### config.mk
export PLATFORM = sky130hd
export DESIGN_NAME = seg7_snoop
export DESIGN_NICKNAME = d
export VERILOG_FILES = /design/src/rtl/seg7_snoop.sv
export SDC_FILE = /design/constraint.sdc
export NUM_CORES = 1
export LEC_CHECK = 0
export BUFFER_PORTS_ARGS = -buffer_cell sky130_fd_sc_hd__buf_2
export CORE_MARGIN = 2
export CORE_UTILIZATION = 30
export CTS_BUF_LIST = sky130_fd_sc_hd__clkbuf_16
export CTS_CLUSTER_DIAMETER = 80
export DETAILED_ROUTE_END_ITERATION = 8
export HOLD_SLACK_MARGIN = 0.12
export PLACE_DENSITY = 0.52
export SYNTH_ARGS = -nofsm -noshare
export SYNTH_HDL_FRONTEND = slang
export SYNTH_SLANG_ARGS = --single-unit
### constraint.sdc
create_clock -name clk -period 2.7 [get_ports clk]
set_input_delay 0.135 -clock clk [delete_from_list [all_inputs] [get_ports clk]]
set_output_delay 0.135 -clock clk [all_outputs]
set_load 0.02 [all_outputs]
### src/rtl/seg7_snoop.sv
// seg7_snoop: passive snooper for a multiplexed 4-digit, 7-segment display.
// Samples {dig_en, seg}, waits for STABLE_CYC identical one-hot samples,
// decodes the segment pattern into a hex nibble and assembles 4-digit frames.
// Optional: define SEG7_SNOOP_ERRCNT_EN to add an 8-bit saturating err_cnt output.
module seg7_snoop #(
    parameter int unsigned STABLE_CYC = 4
) (
    input  logic        clk,
    input  logic        rst,
    input  logic [6:0]  seg,
    input  logic [3:0]  dig_en,
    output logic [15:0] val,
    output logic        val_vld,
    output logic        err
`ifdef SEG7_SNOOP_ERRCNT_EN
    ,
    output logic [7:0]  err_cnt
`endif
);

    localparam logic [7:0] CNT_LIM = STABLE_CYC[7:0];

    typedef enum logic [1:0] {
        IDLE,
        SETTLE,
        HOLD
    } state_t;

    state_t      state_q, state_d;
    logic [10:0] sample_q, sample_d;
    logic [7:0]  cnt_q, cnt_d;
    logic [3:0]  mask_q, mask_d;
    logic [15:0] shadow_q, shadow_d;
    logic [15:0] val_q, val_d;
    logic        val_vld_q, val_vld_d;
    logic        err_q, err_d;

    logic        onehot;
    logic [1:0]  slot;
    logic        capture;
    logic        dec_ok;
    logic [3:0]  dec_nib;

    // Segment pattern (a..g on seg[6:0]) to hex nibble, plus a validity flag
    function automatic logic [4:0] decode(input logic [6:0] s);
        case (s)
            7'h7E:   decode = {1'b1, 4'h0};
            7'h30:   decode = {1'b1, 4'h1};
            7'h6D:   decode = {1'b1, 4'h2};
            7'h79:   decode = {1'b1, 4'h3};
            7'h33:   decode = {1'b1, 4'h4};
            7'h5B:   decode = {1'b1, 4'h5};
            7'h5F:   decode = {1'b1, 4'h6};
            7'h70:   decode = {1'b1, 4'h7};
            7'h7F:   decode = {1'b1, 4'h8};
            7'h7B:   decode = {1'b1, 4'h9};
            7'h77:   decode = {1'b1, 4'hA};
            7'h1F:   decode = {1'b1, 4'hB};
            7'h4E:   decode = {1'b1, 4'hC};
            7'h3D:   decode = {1'b1, 4'hD};
            7'h6F:   decode = {1'b1, 4'hE};
            7'h47:   decode = {1'b1, 4'hF};
            default: decode = {1'b0, 4'h0};
        endcase
    endfunction

    // Digit-select qualification and slot index
    always_comb begin
        onehot = (dig_en != 4'b0000) && ((dig_en & (dig_en - 4'd1)) == 4'b0000);
        case (dig_en)
            4'b0010: slot = 2'd1;
            4'b0100: slot = 2'd2;
            4'b1000: slot = 2'd3;
            default: slot = 2'd0;
        endcase
        {dec_ok, dec_nib} = decode(seg);
    end

    // Stability FSM, capture, and frame assembly
    always_comb begin
        state_d   = state_q;
        sample_d  = {dig_en, seg};
        cnt_d     = cnt_q;
        mask_d    = mask_q;
        shadow_d  = shadow_q;
        val_d     = val_q;
        val_vld_d = 1'b0;
        err_d     = 1'b0;
        capture   = 1'b0;

        if (!onehot) begin
            state_d = IDLE;
            cnt_d   = '0;
        end else if (({dig_en, seg} != sample_q) || (state_q == IDLE)) begin
            cnt_d = 8'd1;
            if (STABLE_CYC == 1) begin
                capture = 1'b1;
                state_d = HOLD;
            end else begin
                state_d = SETTLE;
            end
        end else if (state_q == SETTLE) begin
            cnt_d = cnt_q + 8'd1;
            if (cnt_d == CNT_LIM) begin
                capture = 1'b1;
                state_d = HOLD;
            end
        end

        if (capture) begin
            if (dec_ok) begin
                shadow_d[{slot, 2'b00} +: 4] = dec_nib;
                mask_d = mask_q | dig_en;
                if (mask_d == 4'b1111) begin
                    val_d     = shadow_d;
                    val_vld_d = 1'b1;
                    mask_d    = '0;
                end
            end else begin
                err_d = 1'b1;
            end
        end
    end

    // State registers; reset wins over any capture on the same edge
    always_ff @(posedge clk) begin
        if (rst) begin
            state_q   <= IDLE;
            sample_q  <= '0;
            cnt_q     <= '0;
            mask_q    <= '0;
            shadow_q  <= '0;
            val_q     <= '0;
            val_vld_q <= 1'b0;
            err_q     <= 1'b0;
        end else begin
            state_q   <= state_d;
            sample_q  <= sample_d;
            cnt_q     <= cnt_d;
            mask_q    <= mask_d;
            shadow_q  <= shadow_d;
            val_q     <= val_d;
            val_vld_q <= val_vld_d;
            err_q     <= err_d;
        end
    end

    assign val     = val_q;
    assign val_vld = val_vld_q;
    assign err     = err_q;

`ifdef SEG7_SNOOP_ERRCNT_EN
    logic [7:0] errcnt_q, errcnt_d;

    // Saturating count of invalid captures
    always_comb begin
        errcnt_d = errcnt_q;
        if (err_d && (errcnt_q != 8'hFF)) begin
            errcnt_d = errcnt_q + 8'd1;
        end
    end

    // Error counter register
    always_ff @(posedge clk) begin
        if (rst) begin
            errcnt_q <= '0;
        end else begin
            errcnt_q <= errcnt_d;
        end
    end

    assign err_cnt = errcnt_q;
`endif

endmodule

==> results of run 1 <==
power by group through the flow:
stage / Clock, W / Combinational (W) / Sequential, W
after global routing: 0.00106 / 0.000181 / 0.000888
after CTS: 0.00102 / 0.000163 / 0.000888
after floorplan: 0 / 0.000124 / 0.000905
after detailed placement: 0 / 0.000162 / 0.000906
after global placement: 0 / 0.000161 / 0.000906
final: 0.000997 / 0.000163 / 0.000888
placed cells by master, fill, tap and decap left out, types with 7 or more instances in the layout:
cell	Yosys	final
nand2_1	26	26
nor2_1	18	18
nand4_1	7	7
and3_1	9	9
buf_4	2	14
a31oi_1	9	9
nor2b_1	18	18
buf_2	13	30
a211oi_1	7	7
xnor2_1	17	17
nand3_1	13	13
nor3_1	9	9
o21ai_0	11	11
dfxtp_1	59	59
clkbuf_16	0	9
inv_1	16	16
a21oi_1	13	13
mux2i_1	14	14
worst paths after layout:
kind | startpoint | depth (start not counted) | slack [ps] | end
worst max-delay path | cnt_q[0] | 8 | 240 | val[7]
worst max register to register | cnt_q[0] | 8 | 240 | val[7]
worst min register to register | val[1] | 2 | 450 | val[1]
worst min-delay path | dig_en[0] | 2 | 150 | sample_q[7]
cell usage after synthesis, types with 2 or more instances:
cell type	n	area share
a211oi_1	7	0.016
or3b_2	2	0.0055
o31ai_1	2	0.0047
dfxtp_1	59	0.37
nor4b_1	2	0.0055
xor2_1	6	0.016
nand3_1	13	0.020
o32ai_1	6	0.016
mux2i_1	14	0.044
xnor2_1	17	0.047
clkbuf_1	10	0.012
ha_1	6	0.024
or3_1	5	0.0098
nand4_1	7	0.014
nor2_1	18	0.021
a2bb2oi_1	6	0.016
nor3_1	9	0.014
inv_1	16	0.019
nor2b_1	18	0.035
nor3b_1	2	0.0047
nor4_1	3	0.0059
buf_4	2	0.0047
o22ai_1	5	0.0098
o211ai_1	5	0.012
buf_2	13	0.020
buf_6	3	0.011
o21ai_0	11	0.017
o2111ai_1	4	0.011
a21oi_1	13	0.020
a31oi_1	9	0.018
nand3b_1	2	0.0047
and4_1	3	0.0082
nand4_2	2	0.0078
a211o_1	4	0.011
a211oi_2	5	0.020
nand2_1	26	0.031
and3_1	9	0.018
critical path, cell delays in order, from the launching register on:
cell	delay (ps)
dfxtp_1	450
ha_1	210
nand2_1	70
or4_4	440
a221oi_4	350
nand3_4	180
nor3_4	230
buf_4	240
mux2i_1	210
sequential cells by signal (all words and copies together), names as in the netlist:
name and flops:
mask_q 4, shadow_q 16, err 1, state_q 2
cnt_q 8, sample_q 11, val 16, val_vld 1
routing by layer:
metal	vias up	global-route usage	share of wire
li1	1362	-	-
met5	-	0	0
met4	0	0.0529	0.017
met3	12	0.0334	0.038
met1	1302	0.193	0.46
met2	51	0.246	0.48
through the flow:
stage / power (W) / util
2_1_floorplan: 0.00103 / -
3_3_place_gp: 0.00107 / 0.334
3_5_place_dp: 0.00107 / 0.334
4_1_cts: 0.00207 / 0.359
5_1_grt: 0.00213 / 0.359
6_report: 0.00205 / 0.359
area by class of cell:
cell class              instances  area, sq um  area share
inverters                      16         60.1      0.0162
well taps                     136          170      0.0459
multi-input cells             256         1780       0.480
repair buffers                 44          255      0.0689
clock buffers                   9          225      0.0608
clock inverters                 6         33.8     0.00912
flip-flops and latches         59         1180       0.319
cell families after synthesis:
group                      after synthesis
muxes                                   14
DFF                                     59
and+or+nand+nor                        128
xor gates and xnor gates                23
buffers and inverters                   45
AOI/OAI and AO/OA                       85
adders and majority gates                6
==> results.sh, run 1 <==
export IMPL_yosysWarnings=0
export IMPL_seq_power_share=0.434
export IMPL_place_congestion=0.809
export IMPL_viasPerCell=5.18
export IMPL_dr_pass1_iters=4
export IMPL_core_sq_mm=0.0103
export IMPL_worstSetupEndpointType="flip-flop"
export IMPL_antenna_left=0
export IMPL_grt_max_degree=31
export IMPL_muxShareOfSynthArea=0.0439
export IMPL_async_reset_ff_frac=0
export IMPL_synth_seq_cells=59
export IMPL_first_iter_violations=105
export IMPL_setup_tns_ps=0
export IMPL_die_w_um=107
export IMPL_cts_tree="done"
export IMPL_num_rows=37
export IMPL_startpoint_type="flip-flop"
export IMPL_fillers=1067
export IMPL_grt_pass1_vias=2714
export IMPL_min_period_over_period=0.910
export IMPL_clock_sinks=59
export IMPL_syn_nets=379
export IMPL_cts_buffers=9
export IMPL_drt_wl_total_um=7870
export IMPL_avgSynthCellArea_sq_um=8.87
export IMPL_synth_distinct_cells=53
export IMPL_place_area_sq_mm=0.00345
export IMPL_synth_compound_gate_area_share=0.198
export IMPL_pwr_share_clk=0.487
export IMPL_cts_resized_gates=0
export IMPL_switchingPower_w=0.000504
export IMPL_dp_hpwl_um=5580
export IMPL_slew_headroom=0.483
export IMPL_antenna_found_initial=0
export IMPL_worstPathRequired_ps=2960
export IMPL_synth_fa_ha_area_frac=0.0235
export IMPL_wl_per_cell_um=15.0
export IMPL_die_y_um=107
export IMPL_drive_gt1_frac=0.190
export IMPL_peakVddDrop_uv=260
export IMPL_outcome="finished clean"
export IMPL_place_inst=511
export IMPL_clk_latency_ps=330
export IMPL_hold_viol=0
export IMPL_crit_type="reg2reg"
export IMPL_hold_ws_ps=148
export IMPL_clkTransAtPathRegs_ps=50
export IMPL_synth_edf_count=0
export IMPL_finalSetupViolations=0
export IMPL_area_growth_pct=16.1
export IMPL_combPwrFrac=0.079
export IMPL_worst_pin_slew_ps=772
export IMPL_synth_xor_area_frac=0.0631
export IMPL_io_pins=31
export IMPL_htreeDepth=3
export IMPL_rsz0062_at_grt="false"
export IMPL_powerDensity_mw_per_mm2=553
export IMPL_port_buffers=30
export IMPL_maxCapViolCount=0
export IMPL_post_cts_setup_buffers=0
export IMPL_ys_seq_area_frac=0.370
export IMPL_grt_pass1_wl_um=13500
export IMPL_fin_skew_ps=6.20
export IMPL_synth_ff_type="dfxtp_1"
export IMPL_synth_top_family_by_area="simple AND/OR/NAND/NOR gates"
export IMPL_clockBufferDepth=2
export IMPL_synth_area_sq_mm=0.00319
export IMPL_swShare=0.246
export IMPL_dieArea_sq_mm=0.0115
export IMPL_yosys_area_share_simple=0.229
export IMPL_arrival_ps=2710
export IMPL_fin_cells=526
export IMPL_hold_buffers=0
export IMPL_clockRootBuffer="clkbuf_16"
export IMPL_design_area_sq_mm=0.00370
export IMPL_initial_core_util=0.309
export IMPL_grt_use_total=0.150
export IMPL_worst_slack_ps=242
export IMPL_p_leak_nw=1.40
export IMPL_drv_slew=0
export IMPL_power_internal_w=0.00154
export IMPL_grt_overflow_total=0
export IMPL_critical_path_max_fanout=10
export IMPL_finalCriticalPeriod_ps=2460
export IMPL_fin_nets=405
export IMPL_syn_inst=360
export IMPL_worstHoldPathType="in2reg"
export IMPL_num_vias=2727
export IMPL_diodes=0
export IMPL_clock_fmax_ghz=0.407
export IMPL_drc=0
export IMPL_pre_cts_slack_ps=233
(Power assumes the default switching activity.)
==> inputs of run 2 (changes only) <==
ABC_AREA = 1   (was unset)
==> results.sh, run 2 <==
export IMPL_slew_headroom=0.628
export IMPL_clockRootBuffer="clkbuf_16"
export IMPL_switchingPower_w=0.000544
export IMPL_place_inst=735
export IMPL_dieArea_sq_mm=0.0131
export IMPL_cts_tree="done"
export IMPL_antenna_found_initial=0
export IMPL_swShare=0.239
export IMPL_drt_wl_total_um=8850
export IMPL_syn_nets=591
export IMPL_die_y_um=115
export IMPL_syn_inst=572
export IMPL_outcome="finished clean"
export IMPL_clock_sinks=59
export IMPL_wl_per_cell_um=11.7
export IMPL_finalCriticalPeriod_ps=2320
export IMPL_worstPathRequired_ps=2920
export IMPL_first_iter_violations=212
export IMPL_critical_path_max_fanout=9
export IMPL_yosysWarnings=0
export IMPL_async_reset_ff_frac=0
export IMPL_worst_pin_slew_ps=552
export IMPL_fin_cells=757
export IMPL_io_pins=31
export IMPL_maxCapViolCount=0
export IMPL_synth_top_area_share=0.322
export IMPL_regArea_sq_mm=0.00118
export IMPL_synth_area_sq_mm=0.00367
export IMPL_grt_pass1_vias=3211
export IMPL_power_internal_w=0.00173
export IMPL_num_rows=40
export IMPL_synth_ff_type="dfxtp_1"
export IMPL_dp_hpwl_um=6650
export IMPL_antenna_left=0
export IMPL_initial_core_util=0.307
export IMPL_final_common_cell="nand2_1"
export IMPL_fillers=1285
export IMPL_post_cts_setup_buffers=0
export IMPL_port_buffers=30
export IMPL_cts_resized_gates=0
export IMPL_grt_overflow_total=0
export IMPL_synth_area_leaders="dfxtp_1 (32%), nand2_1 (17%), nor2_1 (10%)"
export IMPL_rsz0062_at_grt="false"
export IMPL_ys_top_cells_by_count="nand2_1 (167), nor2_1 (98), inv_1 (63)"
export IMPL_avgSynthCellArea_sq_um=6.42
export IMPL_multi_input_area_sq_mm=0.00206
export IMPL_clockBufferDepth=2
export IMPL_synth_edf_count=0
export IMPL_yosysTopAreaCell="dfxtp_1"
export IMPL_fin_nets=624
export IMPL_clk_latency_ps=330
export IMPL_synth_seq_cells=59
export IMPL_grt_pass1_wl_um=15300
export IMPL_num_vias=3431
export IMPL_crit_type="in2reg"
export IMPL_drive_gt1_frac=0.182
export IMPL_fin_skew_ps=5.75
export IMPL_grt_use_total=0.146
export IMPL_die_w_um=115
export IMPL_drv_slew=0
export IMPL_diodes=0
export IMPL_viasPerCell=4.53
export IMPL_grt_max_degree=50
export IMPL_clock_fmax_ghz=0.431
export IMPL_worstHoldPathType="in2reg"
export IMPL_hold_ws_ps=137
export IMPL_cts_buffers=9
export IMPL_ys_seq_area_frac=0.322
export IMPL_min_period_over_period=0.860
export IMPL_finalSetupViolations=0
export IMPL_arrival_ps=2540
export IMPL_clkTransAtPathRegs_ps=50
export IMPL_core_sq_mm=0.0120
export IMPL_hold_viol=0
export IMPL_startpoint_type="input pin"
export IMPL_pwr_share_clk=0.526
export IMPL_worstSetupEndpointType="flip-flop"
export IMPL_dr_pass1_iters=5
export IMPL_power_w=0.00228
export IMPL_p_leak_nw=2.15
export IMPL_setup_tns_ps=0
export IMPL_synth_distinct_cells=33
export IMPL_powerDensity_mw_per_mm2=534
export IMPL_area_growth_pct=16.3
export IMPL_place_congestion=0.862
export IMPL_htreeDepth=3
export IMPL_synth_most_common_cell="nand2_1"
export IMPL_drc=0
export IMPL_final_cell_mix="nand2_1 (167), nor2_1 (98), inv_1 (64)"
export IMPL_combPwrFrac=0.084
export IMPL_seq_power_share=0.390
export IMPL_peakVddDrop_uv=269
## run 2: power groups by stage
stage	sequential, W	combinational, W	clock (W)
after floorplan	0.000905	0.000136	0
after global placement	0.000906	0.000184	0
after detailed placement	0.000907	0.000184	0
after CTS	0.000888	0.000192	0.00123
after global routing	0.000889	0.000217	0.00127
final	0.000888	0.000191	0.00120
## run 2: worst max-delay path, cell delays in order
cell and delay [ps]:
dlygate4sd3_1 530, buf_2 200, inv_1 70, o21ai_0 140, inv_1 50, o21ai_0 210, clkinv_1 190, buf_4 210
ha_1 180, inv_1 130, nor2_1 110, nand4_1 120, nand2_1 100, nor2_1 120, nor2_1 60
## run 2: logic make-up after synthesis
kind of cell / Yosys count / share of synthesized area
and+or+nand+nor: 379 / 0.487
buffers and inverters: 97 / 0.119
DFF: 59 / 0.322
AOI/OAI and AO/OA: 27 / 0.0426
adders and majority gates: 6 / 0.0204
xor gates and xnor gates: 4 / 0.00954
## run 2: per-stage QoR
step | area (sq um) | utilization | setup slack [ps]
floorplan | 3670 | - | 831
finish | 4270 | 0.357 | 378
CTS | 4270 | 0.357 | 382
detailed placement | 3900 | 0.326 | 537
global placement | 3900 | 0.326 | 597
global route | 4270 | 0.357 | 121
## run 2: path summary, 6_finish.rpt
kind	depth (start not counted)	to	slack [ps]	startpoint
max	15	shadow_q[14]	380	dig_en[3]
min	3	sample_q[1]	140	seg[1]
max reg2reg	10	mask_q[2]	530	cnt_q[1]
min reg2reg	2	val[7]	460	val[7]
## run 2: timing repair
item                       in CTS  in global routing
hold endpoints to repair        6                  0
setup endpoints to repair       0                  0
hold buffers                    6                  0
## run 2: area by class of cell
| cell class | count | share of cell area |
|---|---|---|
| clock inverter | 7 | 0.0196 |
| clock buffer | 9 | 0.0527 |
| tap | 147 | 0.0431 |
| sequential | 59 | 0.277 |
| multi-input combinational | 416 | 0.482 |
| timing repair buffer | 41 | 0.0580 |
| inverter | 78 | 0.0685 |
## run 2: per-layer routing
metal  global-route usage  vias up  wire length [um]
li1                     -     1855                 -
met4               0.0488        0               106
met5                    0        -                 0
met1                0.206     1509              4630
met3               0.0339        6               366
met2                0.220       61              3740
